`config.mk`:
```
export PLATFORM = sky130hd
export DESIGN_NAME = reg_bank
export DESIGN_NICKNAME = d
export VERILOG_FILES = /design/src/rtl/reg_bus_pkg.sv /design/src/rtl/reg_bank_decode.sv /design/src/rtl/reg_bank.sv
export SDC_FILE = /design/constraint.sdc
export NUM_CORES = 1
export LEC_CHECK = 0
export BUFFER_PORTS_ARGS = -buffer_cell sky130_fd_sc_hd__buf_2
export CAP_MARGIN = 0
export CORE_MARGIN = 2
export CORE_UTILIZATION = 50
export CTS_CLUSTER_SIZE = 40
export DETAILED_ROUTE_END_ITERATION = 10
export PLACE_DENSITY_LB_ADDON = 0.1
export REMOVE_ABC_BUFFERS = 1
export SLEW_MARGIN = 20
export SYNTH_ARGS = -nofsm -noshare
export SYNTH_HDL_FRONTEND = slang
export SYNTH_SLANG_ARGS = --single-unit
export TNS_END_PERCENT = 100
```
`constraint.sdc`:
```
create_clock -name clk -period 2.1 [get_ports clk]
set_clock_uncertainty 0.1 [all_clocks]
set_input_delay 0.105 -clock clk [delete_from_list [all_inputs] [get_ports clk]]
set_output_delay 0.105 -clock clk [all_outputs]
set_load 0.005 [all_outputs]
```
`src/rtl/reg_bus_pkg.sv`:
```
// Shared reg_bus types: op encoding and the byte-strobe to bit-mask helper.
package reg_bus_pkg;
  typedef enum logic [1:0] {NOP = 2'd0, RD = 2'd1, WR = 2'd2, SET = 2'd3} op_e;

  localparam int MAX_DW = 256;

  // Callers zero-extend their strobes and cast the result down to their width.
  function automatic logic [MAX_DW-1:0] strb_to_mask(input logic [MAX_DW/8-1:0] wstrb);
    logic [MAX_DW-1:0] m;
    m = '0;
    for (int b = 0; b < MAX_DW/8; b++) m[b*8 +: 8] = {8{wstrb[b]}};
    return m;
  endfunction
endpackage

```
`src/rtl/reg_bank_decode.sv`:
```
// Address decode: one-hot RW select, STATUS hit, out-of-range flag.
module reg_bank_decode #(
  parameter int AWIDTH   = 8,
  parameter int NUM_REGS = 4
) (
  input  logic [AWIDTH-1:0]   i_addr,
  output logic [NUM_REGS-2:0] o_rw_sel,
  output logic                o_is_status,
  output logic                o_is_invalid
);
  // One extra bit so NUM_REGS == 2**AWIDTH still compares correctly.
  localparam logic [AWIDTH:0] LP_STATUS = (AWIDTH+1)'(NUM_REGS-1);
  localparam logic [AWIDTH:0] LP_NUM    = (AWIDTH+1)'(NUM_REGS);

  logic [AWIDTH:0] w_addr;
  assign w_addr       = {1'b0, i_addr};
  assign o_is_status  = (w_addr == LP_STATUS);
  assign o_is_invalid = (w_addr >= LP_NUM);

  for (genvar i = 0; i < NUM_REGS-1; i++) begin : g_sel
    assign o_rw_sel[i] = (i_addr == AWIDTH'(i));
  end
endmodule

```
`src/rtl/reg_bank.sv`:
```
// Register bank: NUM_REGS-1 RW regs with byte strobes and bit-set, plus a RO STATUS
// reg exposing a saturating error counter. One op per cycle, registered response.
module reg_bank
  import reg_bus_pkg::*;
#(
  parameter int                DWIDTH    = 32,
  parameter int                AWIDTH    = 8,
  parameter int                NUM_REGS  = 4,
  parameter logic [DWIDTH-1:0] RESET_VAL = '0,
  parameter int                CNT_W     = 8
) (
  input  logic                clk,
  input  logic                rst_n,
  input  op_e                 reg_op,
  input  logic [AWIDTH-1:0]   reg_addr,
  input  logic [DWIDTH-1:0]   reg_wdata,
  input  logic [DWIDTH/8-1:0] reg_wstrb,
  output logic [DWIDTH-1:0]   reg_rdata,
  output logic                rsp_valid,
  output logic                rsp_err
);
  if (DWIDTH % 8 != 0 || DWIDTH > MAX_DW) begin : g_bad_dw
    $error("reg_bank: DWIDTH must be a multiple of 8 and <= %0d", MAX_DW);
  end
  if (NUM_REGS < 2 || NUM_REGS > 2**AWIDTH) begin : g_bad_nr
    $error("reg_bank: NUM_REGS out of range");
  end
  if (CNT_W > DWIDTH) begin : g_bad_cw
    $error("reg_bank: CNT_W must be <= DWIDTH");
  end

  logic [NUM_REGS-2:0]              w_rw_sel;
  logic                             w_is_status;
  logic                             w_is_invalid;
  logic [DWIDTH-1:0]                w_mask;
  logic                             w_err;
  logic [DWIDTH-1:0]                w_rd_rw;
  logic [NUM_REGS-2:0][DWIDTH-1:0]  r_regs;
  logic [CNT_W-1:0]                 r_err_cnt;

  reg_bank_decode #(.AWIDTH(AWIDTH), .NUM_REGS(NUM_REGS)) u_dec (
    .i_addr      (reg_addr),
    .o_rw_sel    (w_rw_sel),
    .o_is_status (w_is_status),
    .o_is_invalid(w_is_invalid)
  );

  assign w_mask = DWIDTH'(strb_to_mask((MAX_DW/8)'(reg_wstrb)));
  assign w_err  = (reg_op != NOP) && (w_is_invalid || (reg_op == SET && w_is_status));

  always_comb begin
    w_rd_rw = '0;
    for (int i = 0; i < NUM_REGS-1; i++)
      if (w_rw_sel[i]) w_rd_rw = w_rd_rw | r_regs[i];
  end

  for (genvar i = 0; i < NUM_REGS-1; i++) begin : g_reg
    always_ff @(posedge clk or negedge rst_n) begin
      if (!rst_n) r_regs[i] <= RESET_VAL;
      else if (w_rw_sel[i] && reg_op == WR) r_regs[i] <= (r_regs[i] & ~w_mask) | (reg_wdata & w_mask);
      else if (w_rw_sel[i] && reg_op == SET) r_regs[i] <= r_regs[i] | (reg_wdata & w_mask);
    end
  end

  always_ff @(posedge clk or negedge rst_n) begin
    if (!rst_n) begin
      r_err_cnt <= '0;
    end else if (w_err) begin
      if (r_err_cnt != '1) r_err_cnt <= r_err_cnt + 1'b1;
    end else if (reg_op == WR && w_is_status) begin
      r_err_cnt <= '0;
    end
  end

  // rdata only moves on RD; invalid reads return zero.
  always_ff @(posedge clk or negedge rst_n) begin
    if (!rst_n) begin
      reg_rdata <= '0;
      rsp_valid <= 1'b0;
      rsp_err   <= 1'b0;
    end else begin
      rsp_valid <= (reg_op != NOP);
      rsp_err   <= w_err;
      if (reg_op == RD) begin
        if (w_is_invalid)     reg_rdata <= '0;
        else if (w_is_status) reg_rdata <= DWIDTH'(r_err_cnt);
        else                  reg_rdata <= w_rd_rw;
      end
    end
  end
endmodule
```
# Yosys cells after proc, flatten, opt, wreduce, memory -nomap -nowiden
# Index checks and enable logic that the tools add are counted.
dict set report op_classes {
  mux 14
  eq_ne 8
  n_bitwise 13
  n_reduce_logical 17
  n_lt_le_gt_ge 1
  add_sub_neg 1
}
# operator n
set op_table {}
lappend op_table {{2-to-1 mux 32 bit} 11}
lappend op_table {{OR 32 bit} 8}
lappend op_table {{AND 32 bit} 4}
lappend op_table {{inverter 32 bit} 1}
lappend op_table {{2-to-1 mux 8 bit} 3}
lappend op_table {{== test 8 x 2 -> 1 bit, second input constant} 2}
lappend op_table {{nonzero test 2 bit} 5}
lappend op_table {{logical AND 1 bit} 9}
lappend op_table {{adder 8 x 1 -> 8 bit, second input constant} 1}
lappend op_table {{== test 8 x 1 -> 1 bit, second input constant} 1}
lappend op_table {{greater-or-equal comparator 8 x 3 -> 1 bit, second input constant} 1}
lappend op_table {{zero test 8 bit} 1}
lappend op_table {{!= test 8 bit, second input constant} 1}
lappend op_table {{== test 2 bit, second input constant} 2}
lappend op_table {{== test 2 x 1 -> 1 bit, second input constant} 1}
lappend op_table {{!= test 2 x 1 -> 1 bit, second input constant} 1}
lappend op_table {{AND reduction 2 bit} 1}
lappend op_table {{logical OR 1 bit} 1}
dict set report totals {
  reg_bits 138
  output_inout_bits 34
}

# Longest topological paths before layout
dict set report logic_depth {
  depth_word 8
  ltp_mapped 7
  mapped_depth_nobuf 6
}

# Modules after synthesis
# A second synthesis with hierarchy kept.
dict set report unflattened {
  hier_cells 465
  area_unflattened_um2 5686.7
}
# mod seq_area_each_um2 area_each_um2 cells_each instances
set modules_own_cells {}
lappend modules_own_cells {reg_bank 3453.3 5619.1 457 1}
lappend modules_own_cells {reg_bank_decode 0.0 67.6 8 1}

# Worst setup path before layout
# OpenSTA, ideal clock, no wires.
dict set report synth_timing {
  kind {input-to-reg}
  start {input port reg_addr[4]}
  end {register r_regs[32] (netlist name)}
  slack_ps 375
  required_time_ps 1879
  stages 5
  setup_time_ps 121
  t_arrival_ps 1504
  path_cell_list {nor4_4 nand4b_1 nor3b_2 nand2_1 a22o_2}
}
dict set report synth_between {
  elab_chain_len 3
  elab_cells_between_ends 5
}
# item line
set synth_lines {}
lappend synth_lines {{start, declared} reg_bank.sv:15} ;# input logic [AWIDTH-1:0] reg_addr,
lappend synth_lines {{== test 8 x 1 -> 1 bit *} reg_bank_decode.sv:21} ;# assign o_rw_sel[i] = (i_addr == AWIDTH'(i));
lappend synth_lines {{logical AND 1 bit, on equally long branches} {reg_bank.sv:60, reg_bank.sv:61}}
lappend synth_lines {{2-to-1 mux 32 bit or nonzero test 2 bit (tied branches)} n/a}
lappend synth_lines {{end signal, assigned by index} reg_bank.sv:60} ;# else if (w_rw_sel[i] && reg_op == WR) r_regs[i] <= (r_regs[i] & ~w_mask) | (reg_wdata & w_mask);
lappend synth_lines {{end signal, assigned by index} reg_bank.sv:61} ;# else if (w_rw_sel[i] && reg_op == SET) r_regs[i] <= r_regs[i] | (reg_wdata & w_mask);
lappend synth_lines {{end, declared} reg_bank.sv:38} ;# logic [NUM_REGS-2:0][DWIDTH-1:0] r_regs;
# Every way passes the cells marked *; elsewhere a longest branch is shown, timed or not.
# A chain may end at the register's enable or synchronous reset.

# Worst setup path after layout
dict set report layout_timing {
  start {input port reg_op[0]}
  end {register r_regs[52] (netlist name)}
}
dict set report layout_between {
  elab_chain_len 3
  elab_cells_between_ends 6
}
# item line
set layout_lines {}
lappend layout_lines {{start, declared} reg_bank.sv:14} ;# input op_e reg_op,
lappend layout_lines {{== test 2 bit, on equally long branches} {reg_bank.sv:60, reg_bank.sv:61}}
lappend layout_lines {{logical AND 1 bit, on equally long branches} {reg_bank.sv:60, reg_bank.sv:61}}
lappend layout_lines {{2-to-1 mux 32 bit or nonzero test 2 bit (tied branches)} n/a}
# Parallel ways exist; a longest one is shown, timed or not.

==> out/metrics.cfg <==
[timing]
max_freq_ghz=0.496
fin_crit_ns=2.02
min_period_over_period=0.960
rsz0062_at_grt=no
finalSetupViolCount=0
setup_ws_ns=0.0833
hold_viol=0
hold_ws_ns=0.127
max-slew-margin-rel=0.694
worstMarginPinSlew_ns=0.459
drv_slew=0
fin_setup_tns_ns=0

[power_and_ir_drop]
vdd_ir_drop_max_mv=0.523
p_leak_uw=0.00372
power.density_nw_per_um2=866

[die]
rows=39
ios=82
die_h_microns=113
dieArea_sq_um=12800
start_util=0.517
core_region_area_sq_um=11500
fp.dieW_microns=113

[worst_setup_path]
start_kind=primary input
critPathRequiredTime_ns=2.32
critPathKind=primary input to register
arrival_ns=2.23
worstPathMaxFanout=10
end_kind=register
cp-startpoint=reg_op[0]
r2r_start=r_err_cnt[1]
rrSetupSlack_ns=0.21

[route]
vias_per_cell=5.85
num_vias=4508
totalWireLength_microns=14700
ant_nets=0
first_pass_iters=8
drc=14
wl_per_cell_microns=19.1
drt_iter0_markers=452

[final_layout]
syn2layout_area_growth_pct=27.2
nFillCells=906
nets=662
drive_above_1_share=0.299
fin_util=0.658

[synth]
synth_cells=479
synth_compound_area_frac=0.216
synth_top_family_by_area=compound AO/OA/AOI/OAI gates
synthAdderAreaFrac=0.00210
synth.distinct_cells=44
async_flop_share=1.00
ys_warn_count=0
yosys_register_bits=138
synthXorXnorAreaFrac=0.00294
synth_edf_count=0
ys.flop_type=dfrtp_1
syn_area_sq_um=5960
ys_seq_area_frac=0.579
synth_mux_area_frac=0.0758
synth-simple-area-share=0.0993
syn_avg_cell_area_sq_um=12.4

[global_routing]
antenna_found_initial=0
grt_pass1_wl_microns=24400
grt_max_degree=76
grt_usage=0.249
grt_overflow=0
grt_pass1_vias=4653

[flow_run]
maxCapViolCount=0

[clock_network]
cts_root_buf=clkbuf_16
cts-buffers-inserted=17
cts_tree=done
htreeDepth=4
clkTransAtPathRegs_ns=0.06
clockBufferDepth=2
postCtsSetupBuffers=0
cts.sinks=138
worstSkewPairLatency_ns=0.43

[status]
status=complete, but fails checks
violations=design-rule violations

[place]
place_congestion=0.799
place_ws_ns=0.0772
io_buffer_count=81
dp_hpwl_microns=9520

[hold_path]
hp-class=primary input to async pin

-- cell type report --
cell class	instances	area, sq um	area share
multi-input cells	313	2360	0.312
repair buffers	138	948	0.125
diodes	2	5.00	0.000660
clock buffers	26	529	0.0698
flip-flops and latches	138	3450	0.456
inverters	5	18.8	0.00248
well taps	143	179	0.0236
clock inverters	6	82.6	0.0109
-- worst paths after layout --
kind	to	cells after the start
max	r_regs[52]	6
min	reg_rdata[26]	3
max reg2reg	r_err_cnt[7]	7
min reg2reg	reg_rdata[10]	2
max in group asynchronous	r_regs[12]	3
min in group clk	r_regs[63]	3
-- kinds of logic after synthesis --
group	Yosys count
xor+xnor	2
fa+ha+maj	1
flops	138
mux	35
buf+inv	28
simple gates	108
compound gates	167
-- sequential cells by signal, indices dropped and copies added, names as in the netlist --
signal / flops
r_regs: 96
reg_rdata: 32
r_err_cnt: 8
rsp_err: 1
rsp_valid: 1
-- what timing repair did --
action	4_1_cts	5_1_grt
endpoints found under the hold margin	235	0
resized for setup	0	0
hold buffers	35	0
-- cells in the mapped netlist (3+ instances only) --
library cell	count	share of area
a21oi_1	27	0.023
nor2_4	4	0.0076
mux4_2	8	0.030
o21ai_0	25	0.021
clkbuf_2	3	0.0025
nand3_1	3	0.0025
buf_2	4	0.0034
dfrtp_1	138	0.58
a22o_2	27	0.045
nand2b_1	6	0.0063
clkbuf_1	14	0.0088
a22o_1	77	0.11
nor2_1	34	0.021
inv_1	5	0.0031
nand2_1	41	0.026
nor3_4	4	0.011
mux2i_1	26	0.044
-- power breakdown --
group	internal, uW	leakage (uW)	switching [uW]
registers	2780	0.00189	123
clock network	1960	0.000302	1120
logic	285	0.00153	300
total	5030	0.00372	1540
-- stage by stage --
| step | instances | cell area [sq um] | power (uW) |
|---|---|---|---|
| 2_1_floorplan | 456 | 5840 | 3190 |
| 3_3_place_gp | 702 | 6610 | 3460 |
| 3_5_place_dp | 702 | 6610 | 3480 |
| 4_1_cts | 769 | 7570 | 6600 |
| 5_1_grt | 769 | 7570 | 6820 |
| 6_report | 771 | 7580 | 6560 |
-- metal layers --
layer,track usage,vias to the layer above,wire length (microns)
met5,0,-,0
met4,0.0732,0,136
met3,0.0712,11,725
met2,0.363,121,6800
met1,0.365,2310,7060
li1,-,2066,-
-- critical path, cell delays in order --
cell and delay [ns]:
dlygate4sd3_1 0.53, buf_2 0.19, nand4b_1 0.36, nor3b_2 0.42
nand2_1 0.29, a22o_2 0.34
-- placed cells by master (no fill, tap or decap), types with 2 or more instances in the layout --
| master | count |
|---|---|
| dfrtp_1 | 138 |
| buf_2 | 80 |
| a22o_1 | 77 |
| nand2_1 | 41 |
| dlygate4sd3_1 | 35 |
| nor2_1 | 34 |
| a22o_2 | 27 |
| a21oi_1 | 27 |
| mux2i_1 | 26 |
| o21ai_0 | 25 |
| buf_4 | 21 |
| clkbuf_16 | 17 |
| mux4_2 | 8 |
| clkbuf_8 | 7 |
| nand2b_1 | 6 |
| inv_1 | 5 |
| nor2_4 | 4 |
| nor3_4 | 4 |
| nand3_1 | 3 |
| clkinv_2 | 3 |
| diode_2 | 2 |
| nand4b_1 | 2 |
| a31o_2 | 2 |
| a21o_1 | 2 |
| or3_1 | 2 |
| a211oi_1 | 2 |
| xnor2_1 | 2 |
| bufinv_16 | 2 |
| clkbuf_1 | 2 |
| buf_12 | 2 |
Note: power is estimated with default switching activity, not from simulation.
